$ cat src/rtl/spi_command_handler_if.sv
// Byte-level bus between the SPI slave shift stage, the command handler and local register readers.
// Carries the received byte strobe, the transmit byte, the write-notify strobe and the local read port.
// No backpressure: rx_valid is a one-cycle pulse and every output is a registered one-cycle result.
interface spi_command_handler_if #(
    parameter int ADDR_WIDTH = 4
);
    logic [7:0]            rx_data;
    logic                  rx_valid;
    logic [7:0]            tx_data;
    logic                  wr_strobe;
    logic [ADDR_WIDTH-1:0] wr_addr;
    logic [7:0]            wr_data;
    logic [ADDR_WIDTH-1:0] rd_addr;
    logic [7:0]            rd_data;
    logic                  cmd_error;

    // Shift stage / local reader side
    modport master (
        output rx_data, rx_valid, rd_addr,
        input  tx_data, wr_strobe, wr_addr, wr_data, rd_data, cmd_error
    );

    // Command handler side
    modport slave (
        input  rx_data, rx_valid, rd_addr,
        output tx_data, wr_strobe, wr_addr, wr_data, rd_data, cmd_error
    );
endinterface

$ cat src/rtl/spi_command_handler.sv
// Decodes SPI command/address headers and writes to, or streams from, an 8-bit register bank.
// Latency: one clk from rx_valid to tx_data / wr_strobe / cmd_error; one clk for the local read port.
// No backpressure: every rx_valid byte is consumed; an idle gap of TIMEOUT clks abandons the transaction.
module spi_command_handler #(
    parameter int         NUM_REGS   = 16,
    parameter int         ADDR_WIDTH = 4,
    parameter int         TIMEOUT    = 1024,
    parameter logic [7:0] ID_BYTE    = 8'hA5
) (
    input  logic                 i_clk,
    input  logic                 i_rst,
    spi_command_handler_if.slave io_bus
);

    localparam int CNT_W = $clog2(TIMEOUT);

    typedef enum logic [1:0] {
        S_IDLE,
        S_WRITE,
        S_READ,
        S_DISCARD
    } state_t;

    state_t                r_state;
    state_t                w_state_nxt;
    logic [ADDR_WIDTH-1:0] r_ptr;
    logic [ADDR_WIDTH-1:0] w_ptr_nxt;
    logic [ADDR_WIDTH-1:0] w_ptr_inc;
    logic [CNT_W-1:0]      r_cnt;
    logic [CNT_W-1:0]      w_cnt_nxt;
    logic                  w_timeout;
    logic                  w_cmd_oor;
    logic                  w_rd_in_range;
    logic                  w_wr_en;
    logic                  w_err;
    logic [7:0]            w_tx_nxt;

    logic [7:0]            r_regs [NUM_REGS];
    logic [7:0]            r_tx_data;
    logic                  r_wr_strobe;
    logic [ADDR_WIDTH-1:0] r_wr_addr;
    logic [7:0]            r_wr_data;
    logic [7:0]            r_rd_data;
    logic                  r_cmd_error;

    // The address field is 7 bits regardless of ADDR_WIDTH, so range-check the full field.
    assign w_cmd_oor     = ({1'b0, io_bus.rx_data[6:0]} >= 8'(NUM_REGS));
    // Pointer wraps at the last implemented register, not at the power-of-two boundary.
    assign w_ptr_inc     = (r_ptr == ADDR_WIDTH'(NUM_REGS - 1)) ? '0 : r_ptr + ADDR_WIDTH'(1);
    assign w_timeout     = (r_cnt == CNT_W'(TIMEOUT - 1));
    assign w_rd_in_range = ({1'b0, io_bus.rd_addr} < (ADDR_WIDTH + 1)'(NUM_REGS));

    // State, pointer and inactivity counter registers
    always_ff @(posedge i_clk or posedge i_rst) begin
        if (i_rst) begin
            r_state <= S_IDLE;
            r_ptr   <= '0;
            r_cnt   <= '0;
        end else begin
            r_state <= w_state_nxt;
            r_ptr   <= w_ptr_nxt;
            r_cnt   <= w_cnt_nxt;
        end
    end

    // Next-state decode: a byte arriving on the timeout cycle is processed before the timeout applies
    always_comb begin
        w_state_nxt = r_state;
        w_ptr_nxt   = r_ptr;
        w_cnt_nxt   = r_cnt + CNT_W'(1);
        w_wr_en     = 1'b0;
        w_err       = 1'b0;
        w_tx_nxt    = ID_BYTE;

        unique case (r_state)
            S_IDLE: begin
                w_cnt_nxt = '0;
                if (io_bus.rx_valid) begin
                    if (w_cmd_oor) begin
                        w_err       = 1'b1;
                        w_state_nxt = S_DISCARD;
                    end else begin
                        w_ptr_nxt   = io_bus.rx_data[ADDR_WIDTH-1:0];
                        w_state_nxt = io_bus.rx_data[7] ? S_WRITE : S_READ;
                    end
                end
            end
            S_WRITE: begin
                if (io_bus.rx_valid) begin
                    w_wr_en   = 1'b1;
                    w_ptr_nxt = w_ptr_inc;
                    w_cnt_nxt = '0;
                end else if (w_timeout) begin
                    w_state_nxt = S_IDLE;
                    w_cnt_nxt   = '0;
                end
            end
            S_READ: begin
                if (io_bus.rx_valid) begin
                    w_ptr_nxt = w_ptr_inc;
                    w_cnt_nxt = '0;
                end else if (w_timeout) begin
                    w_state_nxt = S_IDLE;
                    w_cnt_nxt   = '0;
                end
            end
            S_DISCARD: begin
                if (io_bus.rx_valid) begin
                    w_cnt_nxt = '0;
                end else if (w_timeout) begin
                    w_state_nxt = S_IDLE;
                    w_cnt_nxt   = '0;
                end
            end
            default: begin
                w_state_nxt = S_IDLE;
                w_cnt_nxt   = '0;
            end
        endcase

        // While reading, the transmit byte tracks the register under the (next) pointer every cycle,
        // so it always shows the live register contents; every other state presents the ID byte.
        if (w_state_nxt == S_READ) begin
            w_tx_nxt = r_regs[w_ptr_nxt];
        end
    end

    // Register bank and write-notify strobe
    always_ff @(posedge i_clk or posedge i_rst) begin
        if (i_rst) begin
            for (int i = 0; i < NUM_REGS; i++) begin
                r_regs[i] <= '0;
            end
            r_wr_strobe <= 1'b0;
            r_wr_addr   <= '0;
            r_wr_data   <= '0;
        end else begin
            r_wr_strobe <= w_wr_en;
            if (w_wr_en) begin
                r_regs[r_ptr] <= io_bus.rx_data;
                r_wr_addr     <= r_ptr;
                r_wr_data     <= io_bus.rx_data;
            end
        end
    end

    // Transmit byte, command error pulse and local read port (reads see the pre-write value)
    always_ff @(posedge i_clk or posedge i_rst) begin
        if (i_rst) begin
            r_tx_data   <= ID_BYTE;
            r_cmd_error <= 1'b0;
            r_rd_data   <= '0;
        end else begin
            r_tx_data   <= w_tx_nxt;
            r_cmd_error <= w_err;
            r_rd_data   <= w_rd_in_range ? r_regs[io_bus.rd_addr] : 8'h00;
        end
    end

    assign io_bus.tx_data   = r_tx_data;
    assign io_bus.wr_strobe = r_wr_strobe;
    assign io_bus.wr_addr   = r_wr_addr;
    assign io_bus.wr_data   = r_wr_data;
    assign io_bus.rd_data   = r_rd_data;
    assign io_bus.cmd_error = r_cmd_error;

endmodule

$ cat src/flat_wrapper.sv
// flat-port wrapper written by rule: the top's interface ports become plain ports
module spi_command_handler_flat 
#(
    parameter int         NUM_REGS   = 16,
    parameter int         ADDR_WIDTH = 4,
    parameter int         TIMEOUT    = 1024,
    parameter logic [7:0] ID_BYTE    = 8'hA5
)
  (i_clk, i_rst, io_bus_rx_data, io_bus_rx_valid, io_bus_rd_addr, io_bus_tx_data, io_bus_wr_strobe, io_bus_wr_addr, io_bus_wr_data, io_bus_rd_data, io_bus_cmd_error);
  spi_command_handler_if #(.ADDR_WIDTH(ADDR_WIDTH)) io_bus_i ();
  input  logic i_clk;
  input  logic i_rst;
  input wire logic [$bits(io_bus_i.rx_data)-1:0] io_bus_rx_data;
  input wire logic [$bits(io_bus_i.rx_valid)-1:0] io_bus_rx_valid;
  input wire logic [$bits(io_bus_i.rd_addr)-1:0] io_bus_rd_addr;
  output wire logic [$bits(io_bus_i.tx_data)-1:0] io_bus_tx_data;
  output wire logic [$bits(io_bus_i.wr_strobe)-1:0] io_bus_wr_strobe;
  output wire logic [$bits(io_bus_i.wr_addr)-1:0] io_bus_wr_addr;
  output wire logic [$bits(io_bus_i.wr_data)-1:0] io_bus_wr_data;
  output wire logic [$bits(io_bus_i.rd_data)-1:0] io_bus_rd_data;
  output wire logic [$bits(io_bus_i.cmd_error)-1:0] io_bus_cmd_error;
  assign io_bus_i.rx_data = io_bus_rx_data;
  assign io_bus_i.rx_valid = io_bus_rx_valid;
  assign io_bus_i.rd_addr = io_bus_rd_addr;
  assign io_bus_tx_data = io_bus_i.tx_data;
  assign io_bus_wr_strobe = io_bus_i.wr_strobe;
  assign io_bus_wr_addr = io_bus_i.wr_addr;
  assign io_bus_wr_data = io_bus_i.wr_data;
  assign io_bus_rd_data = io_bus_i.rd_data;
  assign io_bus_cmd_error = io_bus_i.cmd_error;
  spi_command_handler #(.NUM_REGS(NUM_REGS), .ADDR_WIDTH(ADDR_WIDTH), .TIMEOUT(TIMEOUT), .ID_BYTE(ID_BYTE)) u_core (.i_clk(i_clk), .i_rst(i_rst), .io_bus(io_bus_i));
endmodule
$ cat config.mk
export PLATFORM = sky130hd
export DESIGN_NAME = spi_command_handler_flat
export DESIGN_NICKNAME = d
export VERILOG_FILES = /design/src/rtl/spi_command_handler_if.sv /design/src/rtl/spi_command_handler.sv /design/src/flat_wrapper.sv
export SDC_FILE = /design/constraint.sdc
export NUM_CORES = 1
export LEC_CHECK = 0
export CORE_UTILIZATION = 26
export CTS_CLUSTER_SIZE = 20
export DETAILED_ROUTE_END_ITERATION = 8
export PLACE_DENSITY = 0.53
export SLEW_MARGIN = 10
export SYNTH_ARGS = -nofsm -noshare
export SYNTH_HDL_FRONTEND = slang
export SYNTH_SLANG_ARGS = --single-unit
$ cat constraint.sdc
create_clock -name i_clk -period 6.55 [get_ports i_clk]
set_input_delay 1.31 -clock i_clk [delete_from_list [all_inputs] [get_ports i_clk]]
set_output_delay 1.31 -clock i_clk [all_outputs]
set_load 0.005 [all_outputs]
# [Yosys cells after proc, flatten, opt, wreduce, memory -nomap -nowiden]
# Index checks and enable logic that the tools add are counted.
[totals] regBits=174 latchBits=0 ramBits=0 mem_bits_ro=0 in_bits=15 out_inout_bits=30 elab_cells=74 memories=0
[op_classes] addsub=2 n_mul=0 n_div=0 order_cmp=5 n_eq_ne=6 shifts=0 mux=29 bitwise=3 reduce_logical=4
[op_table] operator="128-bit bitwise mux" count=1
[op_table] operator="8-bit binary-select mux with 4-bit select" count=2
[op_table] operator="8-bit two-way mux" count=6
[op_table] operator="8-bit demux with 4-bit select" count=1
[op_table] operator="10-bit two-way mux" count=2
[op_table] operator="10-bit case mux with 2 select lines" count=1
[op_table] operator="4-bit two-way mux" count=4
[op_table] operator="5-bit greater-or-equal comparator (second input constant)" count=3
[op_table] operator="4-bit NOT with 5-bit output" count=3
[op_table] operator="10-bit by 1-bit adder with 10-bit output (second input constant)" count=1
[op_table] operator="10-bit equality test (second input constant)" count=1
[op_table] operator="2-bit two-way mux" count=5
[op_table] operator="4-bit case mux with 2 select lines" count=1
[op_table] operator="7-bit by 5-bit greater-or-equal comparator with 1-bit output (second input constant)" count=1
[op_table] operator="2-bit equality test (second input constant)" count=3
[op_table] operator="5-bit by 1-bit less-than comparator with 1-bit output (second input constant)" count=1
[op_table] operator="1-bit two-way mux" count=5
[op_table] operator="4-bit by 1-bit adder with 4-bit output (second input constant)" count=1
[op_table] operator="4-bit equality test (second input constant)" count=1
[op_table] operator="2-bit case mux with 2 select lines" count=1
[op_table] operator="3-bit OR reduction" count=1
[op_table] operator="2-bit by 1-bit equality test with 1-bit output (second input constant)" count=1
[op_table] operator="2-bit logical NOT" count=1
[op_table] operator="2-bit OR reduction" count=1
[op_table] operator="1-bit logical AND" count=1

# [Depth between registers and ports, before layout]
[logic_depth] word_depth=9 depth_mapped=11 depth_no_buf=9

# [Least setup slack after synthesis]
# Ideal clock, no wire load.
[synth_path] path_type="input-to-reg" startpoint="in io_bus_rd_addr[1]" endpoint="reg u_core.r_rd_data[0] (netlist: u_core.io_bus.rd_data[0])" setup_ns=0.138 t_arrival_ns=3.140 required_ns=6.412 setup_slack_ns=3.271 path_stages=5 path_buffers=3 path_cell_list="clkbuf_1 > clkbuf_1 > clkbuf_1 > mux4_2 > mux4_2"
[synth_between] elab_chain_len=4
[synth_rtl] element="start, declared" line_no="flat_wrapper.sv:15" text="input wire logic [$bits(io_bus_i.rd_addr)-1:0] io_bus_rd_addr;"
[synth_rtl] element="4-bit NOT with 5-bit output (not written as such)" line_no="spi_command_handler.sv:156" text="r_rd_data <= w_rd_in_range ? r_regs[io_bus.rd_addr] : 8'h00;"
[synth_rtl] element="8-bit binary-select mux with 4-bit select" line_no="spi_command_handler.sv:156"
[synth_rtl] element="8-bit two-way mux (not written as such) (2 in series)" line_no="spi_command_handler.sv:156"
[synth_rtl] element="end signal, assigned" line_no="spi_command_handler.sv:156"
[synth_rtl] element="end, declared" line_no="spi_command_handler.sv:43" text="logic [7:0] r_rd_data;"
# No other way between the ends. The select of a mux whose other input is x is not followed.
# A chain may end at the register's enable or synchronous reset.

# [Worst setup path after layout]
[layout_path] startpoint="in io_bus_rx_data[6]" endpoint="reg u_core.r_tx_data[1] (netlist: u_core.io_bus.tx_data[1])"
[layout_between] elab_chain_len=9 elab_cells_between_ends=13 classes_between="1 x order compare; 1 x eq/ne; 10 x mux; 1 x bitwise"
[layout_rtl] element="start, declared" line_no="flat_wrapper.sv:13" text="input wire logic [$bits(io_bus_i.rx_data)-1:0] io_bus_rx_data;"
[layout_rtl] element="7-bit by 5-bit greater-or-equal comparator with 1-bit output" line_no="spi_command_handler.sv:47" text="assign w_cmd_oor = ({1'b0, io_bus.rx_data[6:0]} >= 8'(NUM_REGS));"
[layout_rtl] element="4-bit two-way mux" line_no="spi_command_handler.sv:79" text="if (w_cmd_oor) begin"
[layout_rtl] element="4-bit two-way mux" line_no="spi_command_handler.sv:78" text="if (io_bus.rx_valid) begin"
[layout_rtl] element="4-bit case mux with 2 select lines" line_no="spi_command_handler.sv:75" text="unique case (r_state)"
[layout_rtl] element="via u_core.w_ptr_nxt[1]" line_no="spi_command_handler.sv:27" text="logic [ADDR_WIDTH-1:0] w_ptr_nxt;"
[layout_rtl] element="4-bit NOT with 5-bit output (not written as such)" line_no="spi_command_handler.sv:124" text="w_tx_nxt = r_regs[w_ptr_nxt];"
[layout_rtl] element="8-bit binary-select mux with 4-bit select" line_no="spi_command_handler.sv:124"
[layout_rtl] element="8-bit two-way mux (not written as such) (2 in series)" line_no="spi_command_handler.sv:124"
[layout_rtl] element="8-bit two-way mux" line_no="spi_command_handler.sv:123" text="if (w_state_nxt == S_READ) begin"
[layout_rtl] element="via u_core.w_tx_nxt[1]" line_no="spi_command_handler.sv:36" text="logic [7:0] w_tx_nxt;"
[layout_rtl] element="end signal, assigned" line_no="spi_command_handler.sv:154" text="r_tx_data <= w_tx_nxt;"
[layout_rtl] element="end, declared" line_no="spi_command_handler.sv:39" text="logic [7:0] r_tx_data;"
# The timed path passes the listed nets, and every way through them passes these cells. The select of a mux whose other input is x is not followed.

==> impl_results.md <==
- Post-synth EDFFs: 0
- Tcrit/Tclk final: between 60% and 70%
- CP max-delay cell: clkdlybuf4s50_1
- GRT Total Usage: approximately 15%
- Syn Nets: around 660
- Placement Rows: between 60 and 70
- Ys Warns: 0
- Worst slew margin: roughly 25%
- Number of global-route vias before repair: between 5k and 6k
- Worst slew pin tran: ~1.1 ns
- DRT iter0 DRCs: about 350
- Setup TNS Final: 0 ns
- Maximum fanout along the worst path: 20
- Post-CTS Setup Repair Bufs: 0
- R2r setup slk: around 3.4 ns
- Final Core Density: about 31%
- Power density cells: between 300 and 400 nW/um^2
- Max-slew violations: 0
- DRT Pass-1 Iters: 4
- Cell count after synthesis: roughly 640
- Reg-to-Reg End: u_core.io_bus.tx_data[1]$_DFF_PP0_
- First-pass GRT wire length: approximately 38,000 um
- Resized cells post-CTS: 0
- Die footprint: between 30,000 and 40,000 um^2
- Vias: 5,483
- Critical path required time: around 6.9 ns
- CTS buffer count: 17
- Total grt overflow: 0
- Drt drc: 0
- Cells on worst reg2reg path: 8
- Total power: roughly 3.3 mW
- Reg2reg start: u_core.r_state[0]$_DFF_PP0_
- Mapped cell area: 8790 um^2
- Critical path origin: io_bus_rx_data[6]
- Synth unique cells: 50
- # diodes: 0
- Chip Width: ~190 um
- Outcome: complete, no violations
- Synthesized area per cell: ~14 um^2
- Layout area overhead: 16.7%
- H-tree depth: 4
- Worst path top cell family by delay: simple AND/OR/NAND/NOR gates
- Ports: 45
- Clock Tree Buf Depth: 2
- Crit path depth: 8
- Clock sink count: 174
- Worst-path clk slew: roughly 0.070 ns
- Fillers: between 3k and 4k
- CP startpoint kind: primary input
- Fmax: 222 MHz
- RSZ-0062 raised after global routing: false
- Bufs and invs on worst path: 1
- Port Buf Inserts: 44
- Max-cap violations: 0
- Setup violators final: 0
- Total Wirelength: between 20,000 and 25,000 um
- Min-Delay Path Class: flop to flop
- Ys async rst share: 100%
- Final Critical Period: 4.50 ns
- Vias per inst: approximately 4.9
- Initial antenna violation count: 1
- Hold_buf cts: 0
- Setup CP Type: primary input to flop
- Worst-skew pair later-pin latency: approximately 0.43 ns
- Initial Utilization: 26.8%
- Final net count: 681
- Max rail drop VDD: about 0.17 mV
- Floorplan core area: around 33,000 um^2
- WL/cell: roughly 22 um
- Root Driver: clkbuf_16
- Worst path arrival time: slightly below 5 ns
- Routed Antenna Nets: 0
- Chip Height: about 190 um
- Cell Chain, Critical Path: clkdlybuf4s50_1, or4b_4, a211oi_2, o32ai_2, and3b_1, a22o_1, nor3_1, a31o_2
- Leakage: 4.48 nW
- Critical Path End: u_core.io_bus.tx_data[1]$_DFF_PP0_
- Max stage delay on crit path: 0.90 ns
- Detail Placement HPWL: 14,900 um
- Register area share after synthesis: 49.6%
- Clock skew: about 0.012 ns
- Synthesis-stage register bit count: approximately 170
- Critical path capture point type: flop
- Final hold viol count: 0
- Largest net degree at the start of global routing: 86
- Primary FF master, synth: dfrtp_1
- Fraction of layout cells with a size suffix above 1: between 30% and 40%
- Final RePlAce weighted congestion: roughly 0.73
- TritonCTS clock tree: built
state kept, by name (all words and copies together), names as in the netlist:
signal                   flops
u_core.r_state               2
u_core.io_bus.rd_data        8
u_core.r_ptr                 4
u_core.io_bus.cmd_error      1
u_core.io_bus.wr_strobe      1
u_core.r_regs              128
u_core.r_cnt                10
u_core.io_bus.tx_data        8
u_core.io_bus.wr_data        8
u_core.io_bus.wr_addr        4
report_power, final:
group	total (mW)	switching (mW)	internal (mW)	leakage, nW
clock	1.11	0.451	0.660	0.317
combinational	0.814	0.389	0.425	1.80
sequential	1.34	0.111	1.23	2.36
total	3.27	0.951	2.32	4.48
cell type report:
class                      count  area [um^2]  share of cell area, %
inverter                       8         35.0                  0.341
multi-input combinational    407         4180                   40.8
sequential                   174         4360                   42.5
clock buffer                  19          443                   4.32
clock inverter                13          200                   1.95
timing repair buffer          50          488                   4.75
tap                          442          553                   5.39
cells by family (layout without fill, tap and decap cells):
kind of cell / after synthesis / count (layout) / synth area share, %
fa+ha+maj: 8 / 8 / 1.14
xor+xnor: 8 / 8 / 0.797
buf+inv: 55 / 90 / 2.83
compound gates: 65 / 65 / 5.58
simple gates: 85 / 85 / 5.00
flops: 174 / 174 / 49.6
mux: 241 / 241 / 35.1
per-layer routing:
metal / up-vias / routed length [um] / track usage, %
met1: 2929 / 11100 / 19.7
met3: 28 / 866 / 3.37
met2: 97 / 12000 / 25.0
li1: 2427 / - / -
met5: - / 13 / 0
met4: 2 / 531 / 4.46
cell usage after synthesis (all sizes together) (2+ instances only):
library cell / count / area [um^2]
ha: 8 / 100
dfstp: 4 / 105
mux2: 137 / 1540
a21oi: 12 / 63.8
and3: 6 / 37.5
a22o: 7 / 61.3
clkbuf: 26 / 101
nor2b: 3 / 18.8
inv: 8 / 30.0
nor2: 13 / 48.8
mux2i: 64 / 641
a22oi: 24 / 180
a21o: 2 / 15.0
o21ai: 6 / 30.0
a31o: 4 / 35.0
nand3: 9 / 45.0
nor3: 6 / 35.0
a21boi: 2 / 18.8
dfrtp: 170 / 4250
nand4b: 2 / 17.5
mux4: 40 / 901
nor3b: 2 / 20.0
xnor2: 4 / 35.0
xor2: 4 / 35.0
buf: 21 / 118
nand2: 35 / 131
nand4: 4 / 25.0
metrics by stage:
| step | cell area (um^2) | hold slack (ns) | std cells | worst slack, ns |
|---|---|---|---|---|
| 6_report | 10300 | 0.483 | 1113 | 2.05 |
| 5_1_grt | 10300 | 0.496 | 1113 | 1.87 |
| 4_1_cts | 10300 | 0.489 | 1113 | 2.09 |
| 3_5_place_dp | 9620 | 0.476 | 1081 | 1.66 |
| 3_3_place_gp | 9620 | 0.473 | 1081 | 1.76 |
| 2_1_floorplan | 8790 | 0.447 | 636 | 0.530 |
cells in the final DEF, fill, tap and decap left out, types with 7 or more instances in the layout:
cell,instances
mux2_2,137
nand2_1,35
mux2i_1,64
clkdlybuf4s50_1,42
ha_1,8
inv_1,7
nand3_1,9
mux4_2,40
a22o_1,7
clkbuf_16,17
nor2_1,13
dfrtp_1,170
a22oi_1,24
a21oi_1,11
how the worst min path moves through the flow:
stage | end | slack (ns) | from | depth (start not counted)
finish | u_core.r_cnt[0]$_DFF_PP0_ | 0.48 | u_core.r_cnt[0]$_DFF_PP0_ | 1
global route | u_core.r_cnt[0]$_DFF_PP0_ | 0.50 | u_core.r_cnt[0]$_DFF_PP0_ | 1
CTS | u_core.r_cnt[0]$_DFF_PP0_ | 0.49 | u_core.r_cnt[0]$_DFF_PP0_ | 1
detailed placement | u_core.io_bus.wr_addr[2]$_DFFE_PP0P_ | 0.48 | u_core.io_bus.wr_addr[2]$_DFFE_PP0P_ | 2
global placement | u_core.r_cnt[0]$_DFF_PP0_ | 0.47 | u_core.r_cnt[0]$_DFF_PP0_ | 1
floorplan | u_core.r_cnt[0]$_DFF_PP0_ | 0.45 | u_core.r_cnt[0]$_DFF_PP0_ | 1
(Power assumes the default switching activity.)
